===== config.mk =====
export PLATFORM = sky130hd
export DESIGN_NAME = uart_sim_transmitter
export DESIGN_NICKNAME = d
export VERILOG_FILES = /design/src/rtl/uart_sim_pkg.sv /design/src/rtl/uart_sim_fifo.sv /design/src/rtl/uart_sim_transmitter.sv
export SDC_FILE = /design/constraint.sdc
export NUM_CORES = 1
export LEC_CHECK = 0
export BUFFER_PORTS_ARGS = -buffer_cell sky130_fd_sc_hd__buf_4
export CAP_MARGIN = 30
export CORE_MARGIN = 10
export CORE_UTILIZATION = 59
export CTS_CLUSTER_SIZE = 20
export DETAILED_ROUTE_END_ITERATION = 8
export HOLD_SLACK_MARGIN = 0.02
export PLACE_DENSITY = 0.83
export SYNTH_ARGS = -nofsm -noshare
export SYNTH_HDL_FRONTEND = slang
export SYNTH_SLANG_ARGS = --single-unit

===== constraint.sdc =====
create_clock -name clk_i -period 4.45 [get_ports clk_i]
set_input_delay 0.2225 -clock clk_i [delete_from_list [all_inputs] [get_ports clk_i]]
set_output_delay 0.2225 -clock clk_i [all_outputs]
set_load 0.005 [all_outputs]

===== src/rtl/uart_sim_pkg.sv =====
// Shared definitions for the simulation UART transmitter and receiver:
// frame FSM encoding and the baud divider computation.
package uart_sim_pkg;

  typedef enum logic [1:0] {
    ST_IDLE  = 2'd0,
    ST_START = 2'd1,
    ST_DATA  = 2'd2,
    ST_STOP  = 2'd3
  } uart_state_e;

  // Clock cycles per bit, truncating.
  function automatic int calc_baud_div(input int clock_freq, input int baud_rate);
    return clock_freq / baud_rate;
  endfunction

endpackage


===== src/rtl/uart_sim_fifo.sv =====
// Small synchronous FIFO with a first-word-fall-through read port.
// Full/empty come from an occupancy count one bit wider than the pointers.
module uart_sim_fifo #(
  parameter int WIDTH = 8,
  parameter int DEPTH = 4
) (
  input  logic             clk_i,
  input  logic             rst_i,
  input  logic             push_i,
  input  logic [WIDTH-1:0] data_i,
  input  logic             pop_i,
  output logic [WIDTH-1:0] data_o,
  output logic             full_o,
  output logic             empty_o
);

  localparam int PTR_W = (DEPTH > 1) ? $clog2(DEPTH) : 1;

  if (DEPTH < 2 || (DEPTH & (DEPTH - 1)) != 0) begin : g_depth_check
    $error("uart_sim_fifo: DEPTH must be a power of two and at least 2");
  end

  logic [WIDTH-1:0] mem_q [DEPTH];
  logic [PTR_W-1:0] wr_ptr_q, wr_ptr_d;
  logic [PTR_W-1:0] rd_ptr_q, rd_ptr_d;
  logic [PTR_W:0]   count_q, count_d;
  logic             push_ok, pop_ok;

  assign full_o  = (count_q == (PTR_W + 1)'(DEPTH));
  assign empty_o = (count_q == '0);
  assign push_ok = push_i && !full_o;
  assign pop_ok  = pop_i && !empty_o;
  assign data_o  = mem_q[rd_ptr_q];

  always_comb begin
    // NOTE: every combinational output gets a default first so no path leaves it unassigned (no latch).
    wr_ptr_d = wr_ptr_q;
    rd_ptr_d = rd_ptr_q;
    count_d  = count_q;
    // Pointers are exactly log2(DEPTH) bits, so the increment wraps modulo depth.
    if (push_ok) wr_ptr_d = wr_ptr_q + 1'b1;
    if (pop_ok)  rd_ptr_d = rd_ptr_q + 1'b1;
    case ({push_ok, pop_ok})
      2'b10:   count_d = count_q + 1'b1;
      2'b01:   count_d = count_q - 1'b1;
      default: count_d = count_q;
    endcase
  end

  always_ff @(posedge clk_i or posedge rst_i) begin
    // NOTE: sequential state is updated with <= so every flop samples pre-edge values.
    if (rst_i) begin
      wr_ptr_q <= '0;
      rd_ptr_q <= '0;
      count_q  <= '0;
    end else begin
      wr_ptr_q <= wr_ptr_d;
      rd_ptr_q <= rd_ptr_d;
      count_q  <= count_d;
    end
  end

  // NOTE: storage has no reset; the count alone decides which entries are meaningful.
  always_ff @(posedge clk_i) begin
    if (push_ok) mem_q[wr_ptr_q] <= data_i;
  end

endmodule


===== src/rtl/uart_sim_transmitter.sv =====
// Buffered 8N1 UART transmitter used to feed a processor's receive pin in simulation.
// Bytes queue in a FIFO; frames go out back to back while the FIFO holds data.
module uart_sim_transmitter
  import uart_sim_pkg::*;
#(
  parameter int CLOCK_FREQ = 100000000,
  parameter int BAUD_RATE  = 19200,
  parameter int FIFO_DEPTH = 4
) (
  input  logic       clk_i,
  input  logic       rst_i,
  input  logic [7:0] data_i,
  input  logic       valid_i,
  output logic       ready_o,
  output logic       txd_o,
  output logic       busy_o
);

  localparam int BAUD_DIV = calc_baud_div(CLOCK_FREQ, BAUD_RATE);
  localparam int CNT_W    = (BAUD_DIV > 2) ? $clog2(BAUD_DIV) : 1;
  localparam logic [CNT_W-1:0] BAUD_RELOAD = CNT_W'(BAUD_DIV - 1);

  if (BAUD_DIV < 2) begin : g_baud_check
    $error("uart_sim_transmitter: CLOCK_FREQ/BAUD_RATE must be at least 2");
  end

  uart_state_e      state_q, state_d;
  logic [CNT_W-1:0] baud_cnt_q, baud_cnt_d;
  logic [2:0]       bit_idx_q, bit_idx_d;
  logic [7:0]       shift_q, shift_d;
  logic             txd_q, txd_d;
  logic             bit_end;
  logic             pop;
  logic [7:0]       fifo_data;
  logic             fifo_full, fifo_empty;

  uart_sim_fifo #(
    .WIDTH (8),
    .DEPTH (FIFO_DEPTH)
  ) u_fifo (
    .clk_i   (clk_i),
    .rst_i   (rst_i),
    .push_i  (valid_i),
    .data_i  (data_i),
    .pop_i   (pop),
    .data_o  (fifo_data),
    .full_o  (fifo_full),
    .empty_o (fifo_empty)
  );

  assign ready_o = !fifo_full;
  assign busy_o  = (state_q != ST_IDLE) || !fifo_empty;
  assign txd_o   = txd_q;
  assign bit_end = (baud_cnt_q == '0);

  always_comb begin
    state_d    = state_q;
    baud_cnt_d = baud_cnt_q;
    bit_idx_d  = bit_idx_q;
    shift_d    = shift_q;
    txd_d      = txd_q;
    pop        = 1'b0;

    if (state_q != ST_IDLE) baud_cnt_d = bit_end ? BAUD_RELOAD : baud_cnt_q - 1'b1;

    case (state_q)
      ST_IDLE: begin
        if (!fifo_empty) begin
          pop        = 1'b1;
          shift_d    = fifo_data;
          state_d    = ST_START;
          txd_d      = 1'b0;
          baud_cnt_d = BAUD_RELOAD;
        end
      end
      ST_START: begin
        if (bit_end) begin
          state_d   = ST_DATA;
          bit_idx_d = '0;
          txd_d     = shift_q[0];
        end
      end
      ST_DATA: begin
        if (bit_end) begin
          if (bit_idx_q == 3'd7) begin
            state_d = ST_STOP;
            txd_d   = 1'b1;
          end else begin
            // txd_d takes the next bit directly so the line changes only at the register.
            bit_idx_d = bit_idx_q + 1'b1;
            shift_d   = {1'b0, shift_q[7:1]};
            txd_d     = shift_q[1];
          end
        end
      end
      ST_STOP: begin
        if (bit_end) begin
          if (!fifo_empty) begin
            pop     = 1'b1;
            shift_d = fifo_data;
            state_d = ST_START;
            txd_d   = 1'b0;
          end else begin
            state_d    = ST_IDLE;
            txd_d      = 1'b1;
            baud_cnt_d = '0;
          end
        end
      end
      default: state_d = ST_IDLE;
    endcase
  end

  always_ff @(posedge clk_i or posedge rst_i) begin
    if (rst_i) begin
      state_q    <= ST_IDLE;
      baud_cnt_q <= '0;
      bit_idx_q  <= '0;
      shift_q    <= '0;
      txd_q      <= 1'b1;
    end else begin
      state_q    <= state_d;
      baud_cnt_q <= baud_cnt_d;
      bit_idx_q  <= bit_idx_d;
      shift_q    <= shift_d;
      txd_q      <= txd_d;
    end
  end

endmodule


==> results by group <==
Synth
  • Synth warnings: 0
  • Synth Cell Area: 3290 um2
  • Seq/Total Area, Yosys: 55.0%
  • Top-count cell post-synth: dfrtp_1
  • Leading area contributor after synthesis: edfxtp_1
  • Post-synth cell types: 51
  • Share of the synthesized area in the top cell type: 29.2%
  • Syn Area/Cell: 12.9 um2
  • Most instantiated cells after synthesis: 33 x dfrtp_1, 32 x edfxtp_1, 18 x mux2_2
  • EDFF count, synth: 32
  • Mapped Cells: 256
  • Async SR Flop Fraction: 51.5%
  • Synthesized Nets: 283
  • Main flop type after synthesis: dfrtp_1
  • Area contributors post-synth: edfxtp_1 29%, dfrtp_1 25%, mux2_2 6.2%
  • #FFs+latches synth: 66

Setup path
  • Worst setup SP type: flop
  • Worst Path Arrival: 3.43 ns
  • Nature of the critical path endpoint: flop
  • Setup crit start: baud_cnt_q[0]
  • Critical path class: reg -> reg
  • Crit-path cells: inv_1 -> ha_1 -> or4b_2 -> nor4_1 -> buf_4 -> a21oi_1 -> nor3_1 -> ha_1 -> inv_1 -> fa_1 -> xor2_1 -> nor2_1 -> xor2_1
  • Critical-path top delay cell: or4b_2
  • RR Startpoint: baud_cnt_q[0]
  • Critical path required time: 4.71 ns
  • CP max FO: 11
  • Crit path largest cell delay: 0.64 ns

Final layout
  • Filler Cell Count: 390
  • N_diodes: 0
  • Area grow syn2layout: 10.8%
  • Layout cell share with drive strength beyond 1: 24.0%
  • Layout Nets: 298

GRT
  • Pin count of the biggest net entering global routing: 35
  • First-pass GRT wire length: 10400 um
  • Total global routing overflow: 0
  • Number of global-route vias before repair: 2156
  • Global-route usage over all layers: 14.7%
  • Initial antenna violation count: 0

Timing
  • Hold_ws: 0.0757 ns
  • Relative slew slack: 53.9%
  • FMAX: 316 MHz
  • Fin Setup TNS: 0 ns
  • Slew Viols, Final: 0
  • Fin crit period: 3.17 ns
  • Final Skew: 0.00897 ns
  • RSZ-0062 raised after global routing: no
  • Final Hold Viols: 0
  • Fin crit share: 71.1%
  • # setup viols final: 0
  • Tightest Pin Transition: 0.683 ns

Clock network
  • TritonCTS clock tree: done
  • CTS root buffer: clkbuf_8
  • Total CTS buffers: 9
  • PostCTS Resize Cnt: 0
  • CTS clk-pin slew, worst paths: 0.08 ns
  • CTS H-tree depth: 3
  • CTS Buffer Depth: 2
  • Clock sink count: 66
  • Post-CTS setup buffers: 0
  • Clock Latency Late Sink: 0.34 ns
  • Post-CTS Hold Buffers: 1

Route
  • DRC Markers: 0
  • Final wirelength: 6020 um
  • Post-route ant nets: 0
  • Router iterations before antenna repair: 4
  • Initial DRC Count: 106
  • WL/cell: 17.4 um
  • Vias: 2057
  • Via density: 5.93

Placed design
  • Final HPWL DP: 4190 um
  • Port bufs: 13
  • Gp weighted congestion: 0.821

Power and ir drop
  • P_leak: 1.46 nW
  • Final Power: 1.48 mW
  • Reg power frac: 51.9%
  • Sw frac: 26.9%
  • Clock power frac: 33.7%
  • VDD IR max: 0.402 mV
  • Combinational Power Share: 14.3%
  • Power Dens Cells: 404 nW/um2
  • Internal power: 1.08 mW
  • Sw power: 0.398 mW

Die
  • # IOs: 14
  • Die width: 94.7 um
  • Initial Util: 60.2%
  • Num rows: 27
  • CORE AREA: 5470 um2
  • Die H: 94.7 um
  • Die ar.: 8970 um2

Status
  • Outcome: completed

Hold path
  • Min-delay worst type: in -> reg
  • Hold_sp: data_i[2]

Flow run
  • Max Cap Viol: 0
cells in the final DEF, fill, tap and decap left out, types with 4 or more instances in the layout:
| cell type | count |
|---|---|
| xnor2_1 | 7 |
| clkbuf_8 | 9 |
| nor4_1 | 5 |
| o21ai_0 | 9 |
| a2bb2oi_1 | 5 |
| mux2_2 | 18 |
| nor3_1 | 12 |
| a21oi_1 | 5 |
| edfxtp_1 | 32 |
| nand2_1 | 9 |
| nor2_1 | 12 |
| inv_1 | 14 |
| mux4_2 | 8 |
| nand2b_1 | 4 |
| ha_1 | 15 |
| dfrtp_1 | 33 |
| and3_1 | 5 |
| buf_4 | 16 |
area by class of cell:
cell class                 count  area [um2]  share of cell area (%)
clock buffer                   9         124                    3.39
clock inverter                 6        67.6                    1.85
inverter                      14        52.6                    1.44
multi-input combinational    162        1370                    37.5
sequential                    66        1810                    49.7
tap                           72        90.1                    2.47
timing repair buffer          18         134                    3.67
kinds of logic (layout without fill, tap and decap cells):
kind of cell               count (synthesis)  in the layout  synth area share, %
muxes                                     28             28                 12.2
xor gates and xnor gates                  10             10                 2.66
and+or+nand+nor                           65             65                 10.9
DFF                                       66             66                 55.0
AOI/OAI and AO/OA                         43             43                 9.53
adders and majority gates                 16             16                 6.30
buffers and inverters                     28             47                 3.38
worst paths after layout:
check / endpoint / slack (ns) / cells past startpoint
worst max-delay path: u_fifo.count_q[2] / 1.28 / 13
worst min-delay path: u_fifo.mem_q[3][2] / 0.08 / 1
worst max register to register: u_fifo.count_q[2] / 1.28 / 13
worst min register to register: shift_q[2] / 0.51 / 1
max in group asynchronous: txd_o / 3.57 / 4
min in group asynchronous: baud_cnt_q[4] / 0.54 / 4
stage by stage:
step	utilization, %	setup WS, ns	std cells	area, um2
5_1_grt	66.7	0.999	347	3650
6_report	66.7	1.28	347	3650
3_3_place_gp	63.0	1.47	330	3450
2_1_floorplan	-	1.40	256	3290
3_5_place_dp	63.0	1.32	331	3450
4_1_cts	66.7	1.29	347	3650
sequential cells by signal, indices dropped and copies added (netlist names):
name / count
u_fifo.wr_ptr_q: 2
u_fifo.rd_ptr_q: 2
u_fifo.count_q: 3
shift_q: 8
state_q: 2
u_fifo.mem_q: 32
txd_o: 1
baud_cnt_q: 13
bit_idx_q: 3
power groups by stage:
stage / Combinational (mW) / Clock (mW) / Sequential, mW
finish: 0.212 / 0.498 / 0.766
global route: 0.240 / 0.538 / 0.774
CTS: 0.217 / 0.505 / 0.768
detailed placement: 0.216 / 0 / 0.780
global placement: 0.209 / 0 / 0.775
floorplan: 0.153 / 0 / 0.768
layer usage:
metal	part of all wire [%]	global-route usage, %
met5	0	0
met4	2.2	8.23
met3	3.2	3.25
met2	49	23.6
met1	46	18.1
critical path: cells and delay by family (launching register included):
family,cells,cell delay (ns)
xor gates and xnor gates,2,0.30
AOI/OAI and AO/OA,1,0.12
and+or+nand+nor,4,1.14
buffers and inverters,3,0.39
DFF,1,0.39
adders and majority gates,3,0.75
No activity file was read; power rests on OpenSTA's default activity.
